==> src/rtl/adc_pkg.sv <==
// Shared types and helpers for the ADC moving-average filter.
//   ADC_WIDTH   : native r2r_adc output word width
//   avg_state_t : filter FSM states
//   sample_div  : clock cycles per sample period
package adc_pkg;

  localparam int unsigned ADC_WIDTH = 16;

  typedef enum logic [1:0] {
    IDLE = 2'd0,
    FILL = 2'd1,
    RUN  = 2'd2
  } avg_state_t;

  function automatic int unsigned sample_div(input int unsigned clock_freq,
                                             input int unsigned sample_rate);
    return clock_freq / sample_rate;
  endfunction

endpackage

==> src/rtl/sample_tick_gen.sv <==
// Sample-rate tick generator: counts 0..DIV-1 while enabled and flags the
// last count of each period. Held at zero while disabled.
// Ports:
//   clk, reset_n : clock, asynchronous active-low reset
//   enable       : run the counter; low clears it
//   tick         : high during the cycle the counter sits at DIV-1 (registered)
module sample_tick_gen #(
  parameter int unsigned DIV = 10
) (
  input  logic clk,
  input  logic reset_n,
  input  logic enable,
  output logic tick
);

  localparam int unsigned CW = $clog2(DIV);

  logic [CW-1:0] r_cnt;

  // tick is registered one count early so it lines up with r_cnt == DIV-1
  always_ff @(posedge clk or negedge reset_n) begin
    if (!reset_n) begin
      r_cnt <= '0;
      tick  <= 1'b0;
    end else if (!enable) begin
      r_cnt <= '0;
      tick  <= 1'b0;
    end else begin
      if (r_cnt == CW'(DIV - 1)) r_cnt <= '0;
      else                       r_cnt <= r_cnt + CW'(1);
      tick <= (r_cnt == CW'(DIV - 2));
    end
  end

endmodule

==> src/rtl/adc_moving_avg.sv <==
// Boxcar moving average over the last 2**LOG2_DEPTH ADC samples, taken at
// SAMPLE_RATE. Emits a one-cycle avg_valid strobe per sample once the window
// is full. Dropping enable flushes the window.
// Optional feature macro: ADC_AVG_MINMAX_EN adds min_out/max_out tracking of
// the raw samples since enable rose.
// Ports:
//   clk, reset_n : clock, asynchronous active-low reset
//   enable       : run; low stops and flushes the window
//   adc_in       : ADC word, stable between samples
//   avg_out      : windowed average (truncated), held between strobes
//   avg_valid    : one-cycle pulse when avg_out updates
//   filling      : high while the window is still filling
//   min_out/max_out (ADC_AVG_MINMAX_EN only) : sample extremes
module adc_moving_avg
  import adc_pkg::*;
#(
  parameter int unsigned WIDTH       = ADC_WIDTH,
  parameter int unsigned LOG2_DEPTH  = 3,
  parameter int unsigned CLOCK_FREQ  = 100_000_000,
  parameter int unsigned SAMPLE_RATE = 1000
) (
  input  logic             clk,
  input  logic             reset_n,
  input  logic             enable,
  input  logic [WIDTH-1:0] adc_in,
  output logic [WIDTH-1:0] avg_out,
  output logic             avg_valid,
  output logic             filling
`ifdef ADC_AVG_MINMAX_EN
  ,
  output logic [WIDTH-1:0] min_out,
  output logic [WIDTH-1:0] max_out
`endif
);

  localparam int unsigned DEPTH      = 1 << LOG2_DEPTH;
  localparam int unsigned SUM_W      = WIDTH + LOG2_DEPTH;
  localparam int unsigned FCNT_W     = LOG2_DEPTH + 1;
  localparam int unsigned SAMPLE_DIV = sample_div(CLOCK_FREQ, SAMPLE_RATE);

  avg_state_t              r_state;
  avg_state_t              w_state_next;
  logic                    w_tick;
  logic                    w_sample;
  logic                    w_fill_done;
  logic                    w_valid;
  logic [WIDTH-1:0]        r_buf [DEPTH];
  logic [SUM_W-1:0]        r_sum;
  logic [SUM_W-1:0]        w_sum_next;
  logic [LOG2_DEPTH-1:0]   r_wr_ptr;
  logic [FCNT_W-1:0]       r_fill_cnt;

  sample_tick_gen #(
    .DIV (SAMPLE_DIV)
  ) u_tick (
    .clk     (clk),
    .reset_n (reset_n),
    .enable  (enable),
    .tick    (w_tick)
  );

  // A tick coinciding with enable low is discarded
  assign w_sample    = enable && w_tick && (r_state != IDLE);
  assign w_fill_done = (r_state == FILL) && (r_fill_cnt == FCNT_W'(DEPTH - 1));
  assign w_valid     = w_sample && ((r_state == RUN) || w_fill_done);
  // Running sum: add the new sample, drop the one it overwrites
  assign w_sum_next  = r_sum + SUM_W'(adc_in) - SUM_W'(r_buf[r_wr_ptr]);

  // State register
  always_ff @(posedge clk or negedge reset_n) begin
    if (!reset_n) begin
      r_state <= IDLE;
      filling <= 1'b0;
    end else begin
      r_state <= w_state_next;
      filling <= (w_state_next == FILL);
    end
  end

  // Next-state logic
  always_comb begin
    w_state_next = r_state;
    if (!enable) begin
      w_state_next = IDLE;
    end else begin
      case (r_state)
        IDLE:    w_state_next = FILL;
        FILL:    if (w_sample && w_fill_done) w_state_next = RUN;
        RUN:     w_state_next = RUN;
        default: w_state_next = IDLE;
      endcase
    end
  end

  // Window buffer, running sum and averaged output
  always_ff @(posedge clk or negedge reset_n) begin
    if (!reset_n) begin
      r_buf      <= '{default: '0};
      r_sum      <= '0;
      r_wr_ptr   <= '0;
      r_fill_cnt <= '0;
      avg_out    <= '0;
      avg_valid  <= 1'b0;
    end else begin
      avg_valid <= w_valid;
      if (!enable) begin
        r_buf      <= '{default: '0};
        r_sum      <= '0;
        r_wr_ptr   <= '0;
        r_fill_cnt <= '0;
      end else if (w_sample) begin
        r_buf[r_wr_ptr] <= adc_in;
        r_sum           <= w_sum_next;
        r_wr_ptr        <= r_wr_ptr + LOG2_DEPTH'(1);
        if (r_state == FILL) r_fill_cnt <= r_fill_cnt + FCNT_W'(1);
      end
      if (w_valid) avg_out <= WIDTH'(w_sum_next >> LOG2_DEPTH);
    end
  end

`ifdef ADC_AVG_MINMAX_EN
  logic [WIDTH-1:0] r_min_run;
  logic [WIDTH-1:0] r_max_run;
  logic [WIDTH-1:0] w_min_next;
  logic [WIDTH-1:0] w_max_next;

  assign w_min_next = (adc_in < r_min_run) ? adc_in : r_min_run;
  assign w_max_next = (adc_in > r_max_run) ? adc_in : r_max_run;

  // Running extremes follow every sample; outputs publish them with avg_valid
  always_ff @(posedge clk or negedge reset_n) begin
    if (!reset_n) begin
      r_min_run <= '1;
      r_max_run <= '0;
      min_out   <= '1;
      max_out   <= '0;
    end else if (!enable) begin
      r_min_run <= '1;
      r_max_run <= '0;
      min_out   <= '1;
      max_out   <= '0;
    end else if (w_sample) begin
      r_min_run <= w_min_next;
      r_max_run <= w_max_next;
      if (w_valid) begin
        min_out <= w_min_next;
        max_out <= w_max_next;
      end
    end
  end
`endif

endmodule

==> config.mk <==
export PLATFORM = sky130hd
export DESIGN_NAME = adc_moving_avg
export DESIGN_NICKNAME = d
export VERILOG_FILES = /design/src/rtl/adc_pkg.sv /design/src/rtl/sample_tick_gen.sv /design/src/rtl/adc_moving_avg.sv
export SDC_FILE = /design/constraint.sdc
export NUM_CORES = 1
export LEC_CHECK = 0
export BUFFER_PORTS_ARGS = -buffer_cell sky130_fd_sc_hd__buf_2
export CAP_MARGIN = 20
export CORE_MARGIN = 3
export CORE_UTILIZATION = 55
export CTS_CLUSTER_DIAMETER = 100
export DETAILED_ROUTE_END_ITERATION = 8
export PLACE_DENSITY = 0.8
export RECOVER_POWER = 50
export SYNTH_ARGS = -nofsm -noshare
export SYNTH_HDL_FRONTEND = slang
export SYNTH_SLANG_ARGS = --single-unit
==> constraint.sdc <==
create_clock -name clk -period 4.9 [get_ports clk]
set_input_delay 0.49 -clock clk [delete_from_list [all_inputs] [get_ports clk]]
set_output_delay 0.49 -clock clk [all_outputs]
set_load 0.01 [all_outputs]
[Word level (Yosys, flattened, before mapping)]
Index checks and enable logic that the tools add are counted.
Storage, ports and cells
  bits in registers: 192
  input port bits: 19
  output and inout bits: 18
  logic and storage cells: 64
Cells by class
  $add $sub $neg: 5
  order comparisons: 2
  eq/ne operators: 8
  muxes and demuxes: 21
  bitwise operators: 1
  reduce and logical (&&, ||, !) cells: 10
Operator list (number)
  $mux 128: 2
  $bwmux 128: 1
  $bmux 16 s3: 1
  $demux 16 s3: 1
  $mux 16: 3
  $mux 19: 2
  $eq 17x17->1 const B: 2
  $mux 17: 2
  $add 19x16->19: 1
  $sub 19x16->19: 1
  $add 17x1->17 const B: 1
  $mux 4: 3
  $logic_and 1x1->1: 6
  $mux 3: 2
  $pmux 2 s3: 1
  $add 4x1->4 const B: 1
  $eq 2x1->1 const B: 2
  $eq 4x3->1 const B: 1
  $ge 4x4->1 const B: 1
  $lt 4x1->1 const B: 1
  $mux 2: 2
  $ne 2x1->1 const B: 2
  $not 3->4: 1
  $add 3x1->3 const B: 1
  6 further kinds: 6

[Depth between registers and ports, before layout]
Gate-level depths: netlist (run 1).
  word-level depth: 8
  depth in mapped cells: 17
  gate-level depth less buffers: 15

[Modules after synthesis]
From an unflattened synthesis (run 1), not the netlist that was laid out.
Second synthesis, totals
  cell total of the unflattened synthesis: 1176
  area, all modules: 10776.6 sq um
Modules (own cells, without submodules)
  adc_moving_avg: instances 1, cells each 1090, area an instance 9872.0 sq um, seq. area each 4354.2 sq um
  sample_tick_gen: instances 1, cells each 86, area an instance 904.6 sq um, seq. area each 450.4 sq um

[Worst setup path after synthesis (run 1)]
No wires, ideal clock.
  path type: register -> register
  from: reg r_wr_ptr[0]
  to: reg r_sum[18]
  library setup time: 133 ps
  arrival: 3389 ps
  required time: 4767 ps
  path slack: 1378 ps
  cell stages (with the launch flop): 14
  buffers on the path: 2
  clock period less this slack: 3522 ps
  cell sequence: dfrtp_1 > buf_2 > nor3b_4 > clkbuf_1 > a22oi_1 > nand4_1 > fa_1 > fa_1 > nand2b_1 > a21oi_1 > o21ai_1 > a211oi_1 > a211o_1 > nand4_1
On the way
  cells in the longest elaborated chain, start to end: 7
RTL lines
  start: declaration: RTL line adc_moving_avg.sv:50  | logic [LOG2_DEPTH-1:0] r_wr_ptr;
  start signal: assignment: RTL line adc_moving_avg.sv:114  | r_wr_ptr <= r_wr_ptr + LOG2_DEPTH'(1);
  $not 3->4 (implied by the code): RTL line adc_moving_avg.sv:67  | assign w_sum_next = r_sum + SUM_W'(adc_in) - SUM_W'(r_buf[r_wr_ptr]);
  $bmux 16 s3: RTL line adc_moving_avg.sv:67
  $mux 16 (implied by the code) (2 in a row): RTL line adc_moving_avg.sv:67
  $sub 19x16->19: RTL line adc_moving_avg.sv:67
  $mux 19: RTL line adc_moving_avg.sv:111  | end else if (w_sample) begin
  $mux 19: RTL line adc_moving_avg.sv:106  | if (!enable) begin
  end signal: assignment: RTL line adc_moving_avg.sv:113  | r_sum <= w_sum_next;
  end: declaration: RTL line adc_moving_avg.sv:48  | logic [SUM_W-1:0] r_sum;
Every way passes these cells. The select of a mux whose other input is x is not followed.
A chain may end at the register's enable or synchronous reset.

[Worst setup path in the final report (run 1)]
Ends and elaborated chain as after synthesis.

==> out/results.ini, run 1 <==
[setup_path]
cp_cell_sequence=and3_1 > a22oi_1 > nand4_1 > fa_1 > fa_1 > nand2b_1 > a21oi_1 > o21ai_1 > a211oi_1 > a211o_1 > nand4_1
r2r-start=r_wr_ptr[0]
ff2ff_setup_slack_ns=0.51
r2r_end=r_sum[18]
criticalPathCategory=reg2reg
endpoint_kind=register
critPathMaxStageDelay_ns=0.82
crit_path_start_kind=register
path_buf_inv=0
arrival_ns=4.70
worstPathRequired_ns=5.21
reg2reg_depth=11
cp_slowest_cell=and3_1
path_max_fanout=18
critPathTopFamily=compound AO/OA/AOI/OAI gates

[floorplanning]
top_level_ports=37
start_util_pct=56.4
die_h_um=142
fp-row-count=49
die_x_um=142
core_mm2=0.0181
dieArea_mm2=0.0202

[timing]
fin_setup_tns_ns=0
slew_viol_final=193
clock.fmax_mhz=228
fin_skew_ns=0.0121
finalSetupViolCount=0
fin_crit_sh_pct=89.6
slew_headroom_pct=-75.8
finalHoldViolations=0
grt_setup_unrepaired=false
min_period_ns=4.39
worst_pin_slew_ns=2.64

[global_route]
grtUsageTotal_pct=27.3
grt_max_degree=193
first_global_vias=8594
grt_antenna_before_repair=0
gr-total-overflow=0
grt_pass1_wl_um=43800

[hold_path]
min_to=r_buf[104]
holdPathStages=3
min_from=adc_in[8]
hp-class=in2reg

[place]
portBuffers=36
place_inst=1373
gp_congestion=0.862
hpwlAfterDp_um=16600

[drt]
drc=0
drt_first_pass_iters=7
vias=8590
viasPerCell=6.11
ant_nets=0
avgRoutedWirePerCell_um=18.9
drt_first_iter_violations=996
wl_um=26600

[pwr]
intPower_mw=2.53
powerDensity_mw_per_mm2=303
switching_share_pct=24.2
ir_worst_vdd_v=0.000247
leakagePower_nw=4.77
clkPwrFrac_pct=44.9
p_switching_mw=0.806
p_seq_share_pct=47.7
power_frac_comb_pct=7.4

[final_layout]
area_growth_pct=7.79
stdcell_count=1405
antennaDiodeCount=0
nNetsFinal=1221
nFillCells=1505
drive_gt1_share_pct=7.31

[synth]
avgSynthCellArea_um2=8.63
synth-adder-area-share_pct=5.96
yosys.area_share.simple_pct=19.8
synth_fp_nets=1240
yosysUniqueCellTypes=62
synth_edf_count=0
ys.flop_type=dfrtp_1
netlist_area_mm2=0.0102
synthXorXnorAreaFrac_pct=2.58
syn_inst=1182
synthMuxAreaShare_pct=0.626
yosysWarnings=0
synth-compound-area-share_pct=17.5
synth-seq-cells=192
synth_top_family_by_area=simple AND/OR/NAND/NOR gates
ys_async_sr_fraction_pct=100
synth.yosys.seq_area_share_pct=47.1

[clock_tree]
clock-root-buffer=clkbuf_16
clkSinkCount=192
cts.repair.resized=0
clk_latency_ns=0.44
clockBufferDepth=2
cts_hold_buf=0
numCtsBuffers=17
cts_max_level=4
clkTransAtPathRegs_ns=0.07
cts_tree=done
post_cts_buffers=0

[status]
status=finished with violations
violations=max-capacitance violations, max-slew violations

[run]
drv_cap=1

==> cell families after synthesis <==
group                    count (synthesis)
AND/OR/NAND/NOR                        463
AO/OA/AOI/OAI                          293
flip-flops                             192
buffers and inverters                  159
adder cells (fa/ha/maj)                 39
XOR/XNOR                                30
multiplexers                             6
==> state kept, by name (all words and copies together) (netlist names) <==
signal,cells
u_tick.r_cnt,17
avg_valid,1
r_state,2
avg_out,16
r_sum,19
r_fill_cnt,4
r_wr_ptr,3
u_tick.tick,1
r_buf,128
filling,1
==> worst max path at each step <==
stage	from	to	slack (ns)	cells after the start
after floorplan	r_wr_ptr[0]	r_sum[18]	1.38	13
after global placement	r_wr_ptr[0]	r_sum[18]	0.77	11
after detailed placement	r_wr_ptr[0]	r_sum[18]	0.63	11
after CTS	r_wr_ptr[0]	r_sum[18]	0.61	11
after global routing	r_wr_ptr[0]	r_sum[18]	0.21	11
final	r_wr_ptr[0]	r_sum[18]	0.51	11
==> metal layers <==
layer	wire [µm]	track usage [%]
met1	10600	35.6
met2	12800	44.1
met3	2240	6.59
met4	914	11.2
met5	0	0
==> placed cells by master, fill, tap and decap left out, types with 9 or more instances in the layout <==
cell | synthesis | final
a21oi_1 | 155 | 155
a22oi_1 | 62 | 62
and3_1 | 11 | 11
buf_2 | 13 | 27
buf_4 | 10 | 9
clkbuf_1 | 56 | 9
clkbuf_16 | 0 | 17
dfrtp_1 | 192 | 192
fa_1 | 16 | 16
ha_1 | 23 | 23
inv_1 | 74 | 74
nand2_1 | 313 | 313
nand3_1 | 20 | 20
nand4_1 | 22 | 22
nor2_1 | 55 | 55
nor3_1 | 9 | 9
o21ai_0 | 24 | 23
xnor2_1 | 18 | 18
xor2_1 | 12 | 12
==> per-stage QoR <==
step,util [%],hold slack (ns),worst slack [ns],area [µm²],power (mW)
finish,60.8,0.369,0.510,11000,3.33
global route,60.8,0.373,0.213,11000,3.43
CTS,60.9,0.331,0.614,11000,3.34
detailed placement,57.4,0.463,0.626,10400,1.86
global placement,57.4,0.459,0.774,10400,1.86
floorplan,-,0.194,1.38,10200,1.78
==> area by class of cell <==
cell class	instances	area, µm²	area share [%]
clock buffers	19	443	4.03
clock inverters	13	185	1.69
inverters	75	284	2.58
multi-input cells	831	4740	43.1
flip-flops and latches	192	4800	43.7
well taps	229	287	2.61
repair buffers	46	250	2.28
==> power by group through the flow <==
| stage | clock [mW] | combinational (mW) | sequential (mW) |
|---|---|---|---|
| 3_3_place_gp | 0 | 0.243 | 1.62 |
| 2_1_floorplan | 0 | 0.162 | 1.62 |
| 5_1_grt | 1.57 | 0.274 | 1.59 |
| 6_report | 1.50 | 0.246 | 1.59 |
| 4_1_cts | 1.51 | 0.247 | 1.59 |
| 3_5_place_dp | 0 | 0.245 | 1.62 |
==> cells in the mapped netlist, types with 7 or more instances <==
| library cell | n | area [µm²] |
|---|---|---|
| buf_4 | 10 | 75.1 |
| a22oi_1 | 62 | 465 |
| and3_1 | 11 | 68.8 |
| o211ai_1 | 7 | 52.6 |
| nor3_1 | 9 | 45.0 |
| xnor2_1 | 18 | 158 |
| fa_1 | 16 | 320 |
| a21oi_1 | 155 | 776 |
| inv_1 | 74 | 278 |
| nand4_1 | 22 | 138 |
| nor2_1 | 55 | 206 |
| nand3_1 | 20 | 100 |
| buf_2 | 13 | 65.1 |
| ha_1 | 23 | 288 |
| clkbuf_1 | 56 | 210 |
| nand2_1 | 313 | 1170 |
| xor2_1 | 12 | 105 |
| dfrtp_1 | 192 | 4800 |
| o21ai_0 | 24 | 120 |
==> worst reg2reg max path, delay by kind of cell, from the launching register on <==
kind / cells / cell delay, ns
fa+ha+maj: 2 / 0.94
flops: 1 / 0.65
simple gates: 4 / 1.28
compound gates: 5 / 1.39
Power figures use the tool's default switching activity.
==> inputs of run 2 (changes only) <==
--- a/config.mk
+++ b/config.mk
@@ -5,6 +5,7 @@
 export SDC_FILE = /design/constraint.sdc
 export NUM_CORES = 1
 export LEC_CHECK = 0
+export ABC_AREA = 1
 export BUFFER_PORTS_ARGS = -buffer_cell sky130_fd_sc_hd__buf_2
 export CAP_MARGIN = 20
 export CORE_MARGIN = 3
==> out/results.ini, run 2 <==
[status]
status=finished with violations
violations=max-capacitance violations, max-slew violations

[pwr]
p_seq_share_pct=51.3
switching_share_pct=25.8
total_power_mw=3.10
leakagePower_nw=5.12
clkPwrFrac_pct=40.7
intPower_mw=2.30
p_switching_mw=0.802
ir_worst_vdd_v=0.000256
power_frac_comb_pct=8.1
powerDensity_mw_per_mm2=292

[place]
gp_congestion=0.936
portBuffers=36
place_inst=1367
hpwlAfterDp_um=16800

[synth]
yosysWarnings=0
synth-seq-cells=192
avgSynthCellArea_um2=8.58
synthTopCellsByArea=dfrtp_1, nand2_1, inv_1, nand3_1, o22ai_1
ys.flop_type=dfrtp_1
synth_top_cell_by_area=dfrtp_1
syn_inst=1147
yosysUniqueCellTypes=41
synth_edf_count=0
synth.yosys.seq_area_share_pct=48.8
yosysMostFrequentCell=nand2_1
synth_fp_nets=1205
synth_top_area_share_pct=48.8
ys_async_sr_fraction_pct=100
netlist_area_mm2=0.00984
synth_common_cells=nand2_1, dfrtp_1, inv_1, nand3_1, o21ai_0

[setup_path]
startpoint=r_wr_ptr[0]
worstPathRequired_ns=5.23
ff2ff_setup_slack_ns=0.95
endpoint_kind=register
worstSetupEndpoint=r_sum[14]
path_max_fanout=11
reg2reg_depth=17
r2r_end=r_sum[14]
r2r-start=r_wr_ptr[0]
criticalPathCategory=reg2reg
arrival_ns=4.27
crit_path_start_kind=register

[floorplanning]
start_util_pct=56.5
top_level_ports=37
die_h_um=140
die_x_um=140
fp-row-count=48
dieArea_mm2=0.0195
core_mm2=0.0174

[clock_tree]
clkTransAtPathRegs_ns=0.07
cts_hold_buf=0
clock-root-buffer=clkbuf_16
cts_tree=done
numCtsBuffers=17
cts.repair.resized=0
clkSinkCount=192
clockBufferDepth=2
post_cts_buffers=0
cts_max_level=4
clk_latency_ns=0.44

[global_route]
grt_pass1_wl_um=42400
top_usage_layer=met2
grtUsageTotal_pct=27.1
first_global_vias=8153
grt_max_degree=108
gr-total-overflow=0
grtUsageMet3_pct=5.57
grt_antenna_before_repair=0
met1_usage_pct=37.0
met2_usage_pct=42.9

[final_layout]
final_common_cell=nand2_1
stdcell_count=1400
nNetsFinal=1220
drive_gt1_share_pct=7.15
antennaDiodeCount=0
mostFrequentLayoutCells=nand2_1, dfrtp_1, inv_1
top_regs=r_buf x128, r_sum x19, u_tick.r_cnt x17
largest_reg_flops=128
area_growth_pct=8.18
top_register=r_buf

[timing]
grt_setup_unrepaired=false
clock.fmax_mhz=253
fin_crit_sh_pct=80.5
finalSetupViolCount=0
slew_headroom_pct=-153
fin_setup_tns_ns=0
slew_viol_final=86
fin_skew_ns=0.0145
min_period_ns=3.95
finalHoldViolations=0
whs_ns=0.459
worst_pin_slew_ns=3.79

[drt]
wl_um=25400
vias=8255
ant_nets=0
avgRoutedWirePerCell_um=18.2
drc=0
viasPerCell=5.90
drt_first_iter_violations=652
drt_first_pass_iters=6

[hold_path]
hp-class=in2reg

[run]
drv_cap=1

[run 2: changes by cell type after synthesis, moves of 74 or more]
cell | before | now
o22ai_1 | 0 | 81
o21ai_0 | 24 | 98
nand2_1 | 313 | 194
nand3_1 | 20 | 130
a21oi_1 | 155 | 30
inv_1 | 74 | 177
[run 2: critical path: stages, from the launching register on]
cell	delay (ns)
dfrtp_1	0.46
inv_1	0.14
nand3_1	0.44
inv_1	0.29
a221oi_1	0.44
nand3_1	0.15
fa_1	0.50
inv_1	0.05
ha_1	0.38
nand2_1	0.09
nor2_1	0.16
nand3_1	0.09
nand3_1	0.22
nand2_1	0.12
nand2_1	0.08
nand2_1	0.07
nand3_1	0.08
nand2_1	0.07
[run 2: worst min path at each step]
stage / start / end / depth (start not counted)
2_1_floorplan: reset_n / avg_out[0] / 0
3_3_place_gp: avg_out[1] / avg_out[1] / 2
3_5_place_dp: avg_out[4] / avg_out[4] / 2
4_1_cts: reset_n / r_sum[0] / 1
5_1_grt: adc_in[0] / r_sum[0] / 4
6_report: adc_in[0] / r_sum[0] / 4
[run 2: area by class of cell]
class	instances	area [µm²]
Fill cell	1473	6780
Sequential cell	192	4800
Multi-Input combinational cell	728	4100
Inverter	182	683
Clock buffer	18	429
Tap cell	225	282
Timing Repair Buffer	41	249
Clock inverter	14	90.1
[run 2: routing by layer]
metal / vias up / routed length [µm] / part of all wire [%]
met1: 3935 / 10400 / 41
met2: 389 / 12000 / 47
met3: 62 / 2200 / 8.6
met5: - / 0 / 0
met4: 0 / 811 / 3.2
li1: 3869 / - / -
[run 2: power by group through the flow]
stage	Clock [mW]	Combinational, mW	Sequential, mW
2_1_floorplan	0	0.153	1.62
3_3_place_gp	0	0.243	1.62
3_5_place_dp	0	0.247	1.62
4_1_cts	1.27	0.249	1.59
5_1_grt	1.34	0.282	1.59
6_report	1.26	0.250	1.59
[run 2: per-stage QoR]
stage	worst slack, ns	util (%)	cell area (µm²)
final	0.954	61.1	10600
after global routing	0.519	61.1	10600
after CTS	1.05	61.0	10600
after detailed placement	1.05	58.0	10100
after global placement	1.13	58.0	10100
after floorplan	1.94	-	9840
[run 2: cell families (layout without fill, tap and decap cells)]
group                      count (synthesis)  in the layout  share of synthesized area, %
AOI/OAI and AO/OA                        242            242                          14.5
xor gates and xnor gates                  18             18                          1.60
adders and majority gates                 39             39                          6.18
buffers and inverters                    227            255                          9.44
DFF                                      192            192                          48.8
and+or+nand+nor                          429            429                          19.4
==> inputs of run 3 (changes only) <==
--- a/config.mk
+++ b/config.mk
@@ -12,7 +12,7 @@
 export CORE_UTILIZATION = 55
 export CTS_CLUSTER_DIAMETER = 100
 export DETAILED_ROUTE_END_ITERATION = 8
-export PLACE_DENSITY = 0.8
+export PLACE_DENSITY = 0.83
 export RECOVER_POWER = 50
 export SYNTH_ARGS = -nofsm -noshare
 export SYNTH_HDL_FRONTEND = slang
==> constraint.sdc (replaced) <==
create_clock -name clk -period 3.49 [get_ports clk]
set_input_delay 0.349 -clock clk [delete_from_list [all_inputs] [get_ports clk]]
set_output_delay 0.349 -clock clk [all_outputs]
set_load 0.01 [all_outputs]
==> out/results.ini, run 3 (synthesized netlist as in run 2, its figures left out) <==
[status]
status=finished with violations
violations=max-capacitance violations, max-slew violations

[setup_path]
cp_common_cell=nand2_1
worstPathRequired_ns=3.88
cp_cell_sequence=nand3_2 > clkinvlp_4 > buf_4 > buf_4 > a221oi_1 > nand2_1 > fa_1 > inv_1 > ha_2 > a21oi_1 > o21ai_0 > a21oi_1 > nand2_1 > nand2_1 > nand3_1 > nand2_1
path_buf_inv=4
endpoint_kind=register
critPathMaxStageDelay_ns=0.51
arrival_ns=3.78
crit_path_start_kind=register
criticalPathCategory=reg2reg
path_max_fanout=7
critPathTopFamily=adder cells
cp_slowest_cell=fa_1

[timing]
slew_headroom_pct=-82.5
finalHoldViolations=0
clock.fmax_mhz=295
slew_viol_final=111
whs_ns=0.207
finalSetupViolCount=0
fin_skew_ns=0.0116
worst_pin_slew_ns=2.74
fin_setup_tns_ns=0
min_period_ns=3.40
fin_crit_sh_pct=97.3
layout_setup_ws_ns=0.0947

[clock_tree]
clkSinkCount=192
clock-root-buffer=clkbuf_16
clockBufferDepth=2
cts_max_level=4
clk_latency_ns=0.45
cts_tree=done
numCtsBuffers=17
cts_hold_buf=0
clkTransAtPathRegs_ns=0.07

[floorplanning]
die_x_um=140
die_h_um=140
start_util_pct=56.5
top_level_ports=37
fp-row-count=48
dieArea_mm2=0.0195
core_mm2=0.0174

[final_layout]
largest_reg_flops=128
top_register=r_buf
mostFrequentLayoutCells=nand2_1, dfrtp_1, inv_1
drive_gt1_share_pct=13.8
final_common_cell=nand2_1
top_regs=r_buf x128, r_sum x19, u_tick.r_cnt x17
antennaDiodeCount=0
area_growth_pct=13.1
nNetsFinal=1253

[place]
gp_congestion=0.919
hpwlAfterDp_um=17300
portBuffers=36
dp_slack_ns=-0.0449

[drt]
drt_first_pass_iters=7
wl_um=26800
ant_nets=0
drc=0
maxUsedRoutingLayer=met5
wl_met1_um=10400
avgRoutedWirePerCell_um=18.7
viasPerCell=6.09
vias=8729
wl_met3_um=2510
drt_first_iter_violations=1139
routed-wl-met2_um=12700

[pwr]
total_power_mw=4.63
ir_worst_vdd_v=0.000396
leakagePower_nw=5.35
powerDensity_mw_per_mm2=416

[global_route]
first_global_vias=8411
grt_pass1_wl_um=43200
gr-total-overflow=0
grt_antenna_before_repair=2
grt_max_degree=111
grtUsageTotal_pct=27.4

[hold_path]
hp-class=in2reg

[run]
drv_cap=1

run 3: repair_timing:
action                     CTS  global route
pin swaps                    0             6
setup buffers                0            16
gates resized for setup      3            47
setup endpoints to repair    4            26
run 3: cell type report:
cell class	instances	area [µm²]
clock buffer	18	439
clock inverter	14	168
fill	1381	6290
inverter	182	692
multi-input combinational	728	4250
sequential	192	4810
tap	225	282
timing repair buffer	74	483
run 3: worst paths after layout:
check / slack (ns) / cells after the start / from / to
setup / recovery: 0.09 / 16 / r_wr_ptr[0] / avg_out[14]
max in group asynchronous: 0.65 / 2 / reset_n / r_buf[39]
setup reg to reg: 0.09 / 16 / r_wr_ptr[0] / avg_out[14]
min in group asynchronous: 0.74 / 1 / reset_n / r_sum[5]
hold reg to reg: 0.48 / 2 / r_sum[13] / r_sum[13]
hold / removal: 0.21 / 3 / enable / r_fill_cnt[2]
run 3: through the flow:
stage | instances | instance area [µm²] | util (%)
2_1_floorplan | 1147 | 9840 | -
3_3_place_gp | 1385 | 10300 | 58.9
3_5_place_dp | 1385 | 10300 | 58.9
4_1_cts | 1417 | 10900 | 62.4
5_1_grt | 1433 | 11100 | 63.9
6_report | 1433 | 11100 | 63.9
run 3: tightest hold or removal path: stages:
cell	delay, ns
buf_4	0.15
o21ai_0	0.08
nor2_1	0.05
run 3: metal layers:
layer / track usage (%) / vias up
met1: 36.9 / 4200
met5: 0 / -
met4: 11.5 / 4
met2: 43.2 / 498
met3: 5.98 / 105
li1: - / 3922
run 3: where the power goes:
group	internal (mW)	total (mW)	switching [mW]	leakage, nW
logic	0.104	0.370	0.265	2.38
clock network	1.10	2.03	0.933	0.292
registers	2.23	2.23	0.00356	2.67
